==> src/rtl/uart_arb_pkg.sv <==
// rtl/uart_arb_pkg.sv - shared types and constants for the UART transmit arbiter
package uart_arb_pkg;

  typedef logic [7:0] Byte_t;

  typedef enum logic [0:0] {
    ARB_IDLE = 1'b0,
    ARB_BUSY = 1'b1
  } ArbState_t;

  localparam int UART_ARB_CNT_WIDTH = 16;

endpackage

==> src/rtl/rr_priority_picker.sv <==
// rtl/rr_priority_picker.sv - combinational round-robin picker: first set req bit above last, with wrap
module rr_priority_picker #(
  parameter int N = 2
) (
  input  logic [N-1:0]         req,
  input  logic [$clog2(N)-1:0] last,
  output logic [N-1:0]         pick,
  output logic                 any
);

  localparam int LW = $clog2(N);

  logic [LW:0]  rot_amt;
  logic [N-1:0] rot_req;
  logic [N-1:0] rot_pick;

  // Rotate so that position last+1 lands at bit 0, isolate the lowest set bit, rotate back.
  assign rot_amt  = {1'b0, last} + 1'b1;
  assign rot_req  = N'({req, req} >> rot_amt);
  assign rot_pick = rot_req & (~rot_req + 1'b1);
  assign pick     = N'(({rot_pick, rot_pick} << rot_amt) >> N);
  assign any      = |req;

endmodule

==> src/rtl/uart_tx_arbiter.sv <==
// rtl/uart_tx_arbiter.sv - round-robin message arbiter onto the UART TX FIFO write port
// Optional per-requester byte counters on byte_count when UART_ARB_STATS_EN is defined.
module uart_tx_arbiter
  import uart_arb_pkg::*;
#(
  parameter int N_REQ     = 2,
  parameter int MAX_BURST = 64
) (
  input  logic                 clk,
  input  logic                 rst,
  input  logic [N_REQ-1:0]     req_valid,
  input  logic [8*N_REQ-1:0]   req_data,
  input  logic [N_REQ-1:0]     req_last,
  output logic [N_REQ-1:0]     req_ready,
  output logic [N_REQ-1:0]     grant,
  input  logic                 fifo_full,
  output logic [7:0]           fifo_din,
  output logic                 fifo_wr_en
`ifdef UART_ARB_STATS_EN
  ,
  output logic [16*N_REQ-1:0]  byte_count
`endif
);

  localparam int LW = $clog2(N_REQ);
  localparam int CW = $clog2(MAX_BURST + 1);

  ArbState_t      state;
  logic [LW-1:0]  last_grant;
  logic [LW-1:0]  owner_idx;
  logic [CW-1:0]  burst_cnt;
  logic [N_REQ-1:0] pick;
  logic           any_req;
  logic           slot_open;
  logic           own_valid;
  logic           own_last;
  Byte_t          own_data;
  logic           accept;
  logic           release_now;

  rr_priority_picker #(.N(N_REQ)) u_picker (
    .req  (req_valid),
    .last (last_grant),
    .pick (pick),
    .any  (any_req)
  );

  // Waiting out the cycle after a write keeps a registered fifo_full from being overrun.
  assign slot_open = (state == ARB_BUSY) && !fifo_full && !fifo_wr_en;
  assign req_ready = slot_open ? grant : '0;

  always_comb begin
    own_valid = 1'b0;
    own_last  = 1'b0;
    own_data  = '0;
    owner_idx = '0;
    for (int i = 0; i < N_REQ; i++) begin
      if (grant[i]) begin
        own_valid = req_valid[i];
        own_last  = req_last[i];
        own_data  = req_data[8*i +: 8];
        owner_idx = LW'(i);
      end
    end
  end

  assign accept      = slot_open && own_valid;
  assign release_now = accept && (own_last || (burst_cnt == CW'(MAX_BURST - 1)));

  always_ff @(posedge clk) begin
    if (rst) begin
      state      <= ARB_IDLE;
      grant      <= '0;
      fifo_wr_en <= 1'b0;
      fifo_din   <= 8'h00;
      burst_cnt  <= '0;
      last_grant <= LW'(N_REQ - 1);
    end else begin
      fifo_wr_en <= accept;
      if (accept) begin
        fifo_din <= own_data;
      end
      case (state)
        ARB_IDLE: begin
          if (any_req) begin
            grant     <= pick;
            burst_cnt <= '0;
            state     <= ARB_BUSY;
          end
        end
        ARB_BUSY: begin
          // The grant is held across owner gaps; only a last byte or the cap releases it.
          if (accept) begin
            burst_cnt <= burst_cnt + 1'b1;
            if (release_now) begin
              state      <= ARB_IDLE;
              grant      <= '0;
              last_grant <= owner_idx;
            end
          end
        end
        default: state <= ARB_IDLE;
      endcase
    end
  end

`ifdef UART_ARB_STATS_EN
  logic [UART_ARB_CNT_WIDTH-1:0] cnt [N_REQ];

  always_ff @(posedge clk) begin
    if (rst) begin
      for (int i = 0; i < N_REQ; i++) cnt[i] <= '0;
    end else begin
      for (int i = 0; i < N_REQ; i++) begin
        if (accept && grant[i] && (cnt[i] != '1)) cnt[i] <= cnt[i] + 1'b1;
      end
    end
  end

  always_comb begin
    byte_count = '0;
    for (int i = 0; i < N_REQ; i++) byte_count[16*i +: 16] = cnt[i];
  end
`endif

endmodule

==> config.mk <==
export PLATFORM = sky130hd
export DESIGN_NAME = uart_tx_arbiter
export DESIGN_NICKNAME = d
export VERILOG_FILES = /design/src/rtl/uart_arb_pkg.sv /design/src/rtl/rr_priority_picker.sv /design/src/rtl/uart_tx_arbiter.sv
export SDC_FILE = /design/constraint.sdc
export NUM_CORES = 1
export LEC_CHECK = 0
export BUFFER_PORTS_ARGS = -buffer_cell sky130_fd_sc_hd__buf_2
export CORE_MARGIN = 3
export CORE_UTILIZATION = 45
export CTS_BUF_LIST = sky130_fd_sc_hd__clkbuf_8
export DETAILED_ROUTE_END_ITERATION = 8
export MAX_ROUTING_LAYER = met4
export PLACE_DENSITY_LB_ADDON = 0.15
export SLEW_MARGIN = 40
export SYNTH_ARGS = -nofsm -noshare
export SYNTH_HDL_FRONTEND = slang
export SYNTH_HIERARCHICAL = 1
export SYNTH_SLANG_ARGS = --single-unit
==> constraint.sdc <==
create_clock -name clk -period 1.6 [get_ports clk]
set_input_delay 0.32 -clock clk [delete_from_list [all_inputs] [get_ports clk]]
set_output_delay 0.32 -clock clk [all_outputs]
set_load 0.03 [all_outputs]
==> results.json <==
{
  "peakVddDrop_mv": 0.5379,
  "synth_fa_ha_area_frac": 0.01332,
  "crit_required_ps": 1280,
  "violations": "setup timing",
  "synthDistinctLibCells": 33,
  "rsz0062_at_grt": "yes",
  "relSlewSlack": 0.7467,
  "crit_top_cell": "buf_6",
  "min_path_type": "input port to flop",
  "path_buf_inv": 2,
  "worstPathCellList": "or3b_4 > buf_6 > nor2_4 > buf_6",
  "drtIter0Drc": 16,
  "power.density_nw_per_um2": 755.3,
  "syn_avg_cell_area_um2": 8.390,
  "switchingPower_mw": 0.2615,
  "worst_pin_slew_ps": 370.4,
  "cts_buffer_depth": 2,
  "cap_violations": 0,
  "grt_pass1_vias": 1010,
  "slowest_stage": "or3b_4",
  "setup_viol": 3,
  "fin_util": 0.7578,
  "dp_hpwl_um": 1792,
  "num-fill-cells": 134,
  "ys_seq_area_frac": 0.4261,
  "core-area_um2": 1839,
  "p_int_mw": 0.7912,
  "power.total_mw": 1.053,
  "r2r_end": "burst_cnt[5]$_SDFFE_PP0P_",
  "portBuffers": 35,
  "grt_pass1_wl_um": 4347,
  "clock_skew_ps": 2.564,
  "boundaryPins": 36,
  "fin_ws_ps": -83.18,
  "wirelength_um": 2694,
  "syn_area_um2": 939.7,
  "h-tree-depth": 1,
  "start_util": 0.5109,
  "rows": 15,
  "power.share.clock": 0.365,
  "cts_made_buffers": 3,
  "regToRegSetupSlack_ps": -60,
  "cp.arrival_ps": 1360,
  "synth_top_area_cell": "dfxtp_1",
  "synth.most_common_cell": "dfxtp_1",
  "r2r-start": "state$_SDFF_PP0_",
  "path_class": "flop to primary output",
  "drc": 0,
  "whs_ps": 354.5,
  "place_area_um2": 1219,
  "syn-num-nets": 136,
  "clk_pin_slew_worst_paths_ps": 80,
  "cts_sinks": 20,
  "die_area_um2": 2672,
  "worstSkewPairLatency_ps": 250,
  "cp-start-kind": "flop",
  "cts-root-buf": "clkbuf_8",
  "die_x_um": 51.70,
  "power_frac_seq": 0.488,
  "finalHoldViolCount": 0,
  "die_y_um": 51.70,
  "synthTopCellsByArea": "dfxtp_1 (43%), a221oi_1 (7.5%), nor2_1 (6.8%)",
  "synth_mux_area_frac": 0.01065,
  "via_per_inst": 5.530,
  "track_usage": 0.2175,
  "num_vias": 1023,
  "seq_area_um2": 407.9,
  "postSynth.asyncResetShare": 0,
  "multi_input_comb_area_um2": 560.5,
  "final_cell_area_um2": 1394,
  "drive_gt1_frac": 0.4688,
  "r2r_cells": 4,
  "cts_tree": "built",
  "synth-main-ff-cell": "dfxtp_1",
  "fin_crit_sh": 1.052,
  "area_growth_pct": 48.34,
  "post-route-min-period_ps": 1683,
  "synth_edf_count": 0,
  "wl_per_cell_um": 14.56,
  "cp_max_fo": 3,
  "postSynthCellCount": 112,
  "synth_compound_area_frac": 0.2011,
  "p_comb_frac": 0.148,
  "synth_top_family_by_area": "simple AND/OR/NAND/NOR gates",
  "netlist.area_leader.share": 0.4261,
  "cts_hold_buf": 0,
  "critPathTopFamily": "simple AND/OR/NAND/NOR gates",
  "cp_num_cells": 4,
  "grt_overflow": 0,
  "swShare": 0.2484,
  "yosys.area_share.simple": 0.2703,
  "cp-startpoint": "state$_SDFF_PP0_",
  "antenna_found_initial": 0,
  "ant_nets": 0,
  "synth_xor_area_frac": 0.009321,
  "p_leak_nw": 0.6022,
  "grt_max_degree": 13,
  "synth_commonest_cells": "dfxtp_1 (20), nor2_1 (17), nor3_1 (9)",
  "synth_seq_cells": 20,
  "drtPass1Iterations": 4,
  "yosys_warnings": 6,
  "worst_setup_path_end_kind": "primary output",
  "crit_end": "req_ready[1]",
  "crit_path_max_incr_delay_ps": 390,
  "clock.fmax_ghz": 0.5941,
  "gp_congestion": 0.8520,
  "status": "complete, but fails checks",
  "maxSlewViolCount": 0,
  "antenna_cells": 0,
  "final_nets": 185
}
-- worst reg2reg max path, cell delays in order (launching register included) --
cell	delay, ps
dfxtp_2	350
or3b_4	390
a21o_2	250
or4_1	450
a21oi_2	150
-- cell families after synthesis --
logic type	after synthesis
simple gates	49
compound gates	26
flops	20
buf+inv	14
xor+xnor	1
mux	1
fa+ha+maj	1
-- per-stage QoR --
| step | setup TNS [ps] | std cells | worst slack, ps |
|---|---|---|---|
| after detailed placement | -414.6 | 178 | -58.42 |
| after global placement | -224.0 | 178 | -64.90 |
| after global routing | -1019 | 185 | -129.3 |
| after floorplan | -84.17 | 112 | -26.43 |
| after CTS | -114.9 | 182 | -54.70 |
| final | -209.0 | 185 | -83.18 |
-- layer usage --
metal | wire, um | GRT usage | part of all wire | vias to the layer above
met5 | 0 | - | 0 | -
met1 | 1137 | 0.2518 | 0.42 | 476
met2 | 1376 | 0.3750 | 0.51 | 41
met3 | 145 | 0.03438 | 0.054 | 4
met4 | 34 | 0.08734 | 0.013 | 0
li1 | - | - | - | 502
-- timing repair --
action	in CTS	in global routing
setup endpoints to repair	5	18
pin swaps	1	0
gates resized for setup	15	12
gates cloned	0	1
buffers inserted	0	2
-- power groups by stage --
stage                     registers (mW)  logic (mW)  clock network [mW]
after global routing               0.515       0.169               0.408
after global placement             0.524       0.130                   0
final                              0.513       0.155               0.384
after detailed placement           0.524       0.133                   0
after CTS                          0.513       0.140               0.392
after floorplan                    0.538      0.0581                   0
-- worst min-delay path by stage --
stage | cells after the start | from | slack [ps] | end
after floorplan | 2 | burst_cnt[5]$_SDFFE_PP0P_ | 450 | burst_cnt[5]$_SDFFE_PP0P_
after global placement | 2 | burst_cnt[5]$_SDFFE_PP0P_ | 470 | burst_cnt[5]$_SDFFE_PP0P_
after detailed placement | 2 | burst_cnt[5]$_SDFFE_PP0P_ | 480 | burst_cnt[5]$_SDFFE_PP0P_
after CTS | 3 | req_data[5] | 360 | fifo_din[5]$_SDFFE_PP0P_
after global routing | 3 | req_data[1] | 390 | fifo_din[1]$_SDFFE_PP0P_
final | 3 | req_data[5] | 350 | fifo_din[5]$_SDFFE_PP0P_
-- cells in the final DEF (no fill, tap or decap), types with 2 or more instances in the layout --
cell type,Yosys,routed
a21boi_1,2,2
a21oi_1,7,4
a21oi_2,0,2
a221oi_1,8,3
a221oi_2,0,5
buf_2,1,34
buf_4,1,15
buf_6,1,3
clkbuf_8,0,4
dfxtp_1,20,16
dfxtp_2,0,3
inv_1,6,6
nand2_1,4,4
nand2b_1,3,3
nand3_1,4,4
nand3b_1,3,3
nor2_1,17,15
nor2_4,0,2
nor3_1,9,9
o32ai_1,2,2
or3_1,2,2
or3b_4,1,2
-- layout make-up --
type,instances,share of cell area
inverter,6,0.01616
multi-input combinational,78,0.4022
clock buffer,4,0.03950
tap,25,0.02244
timing repair buffer,52,0.2271
sequential,20,0.2926
-- registers in the layout, indices dropped and copies added, names as in the netlist --
signal	flops
fifo_din	8
burst_cnt	7
grant	2
fifo_wr_en	1
last_grant	1
state	1
Power figures use the tool's default switching activity.
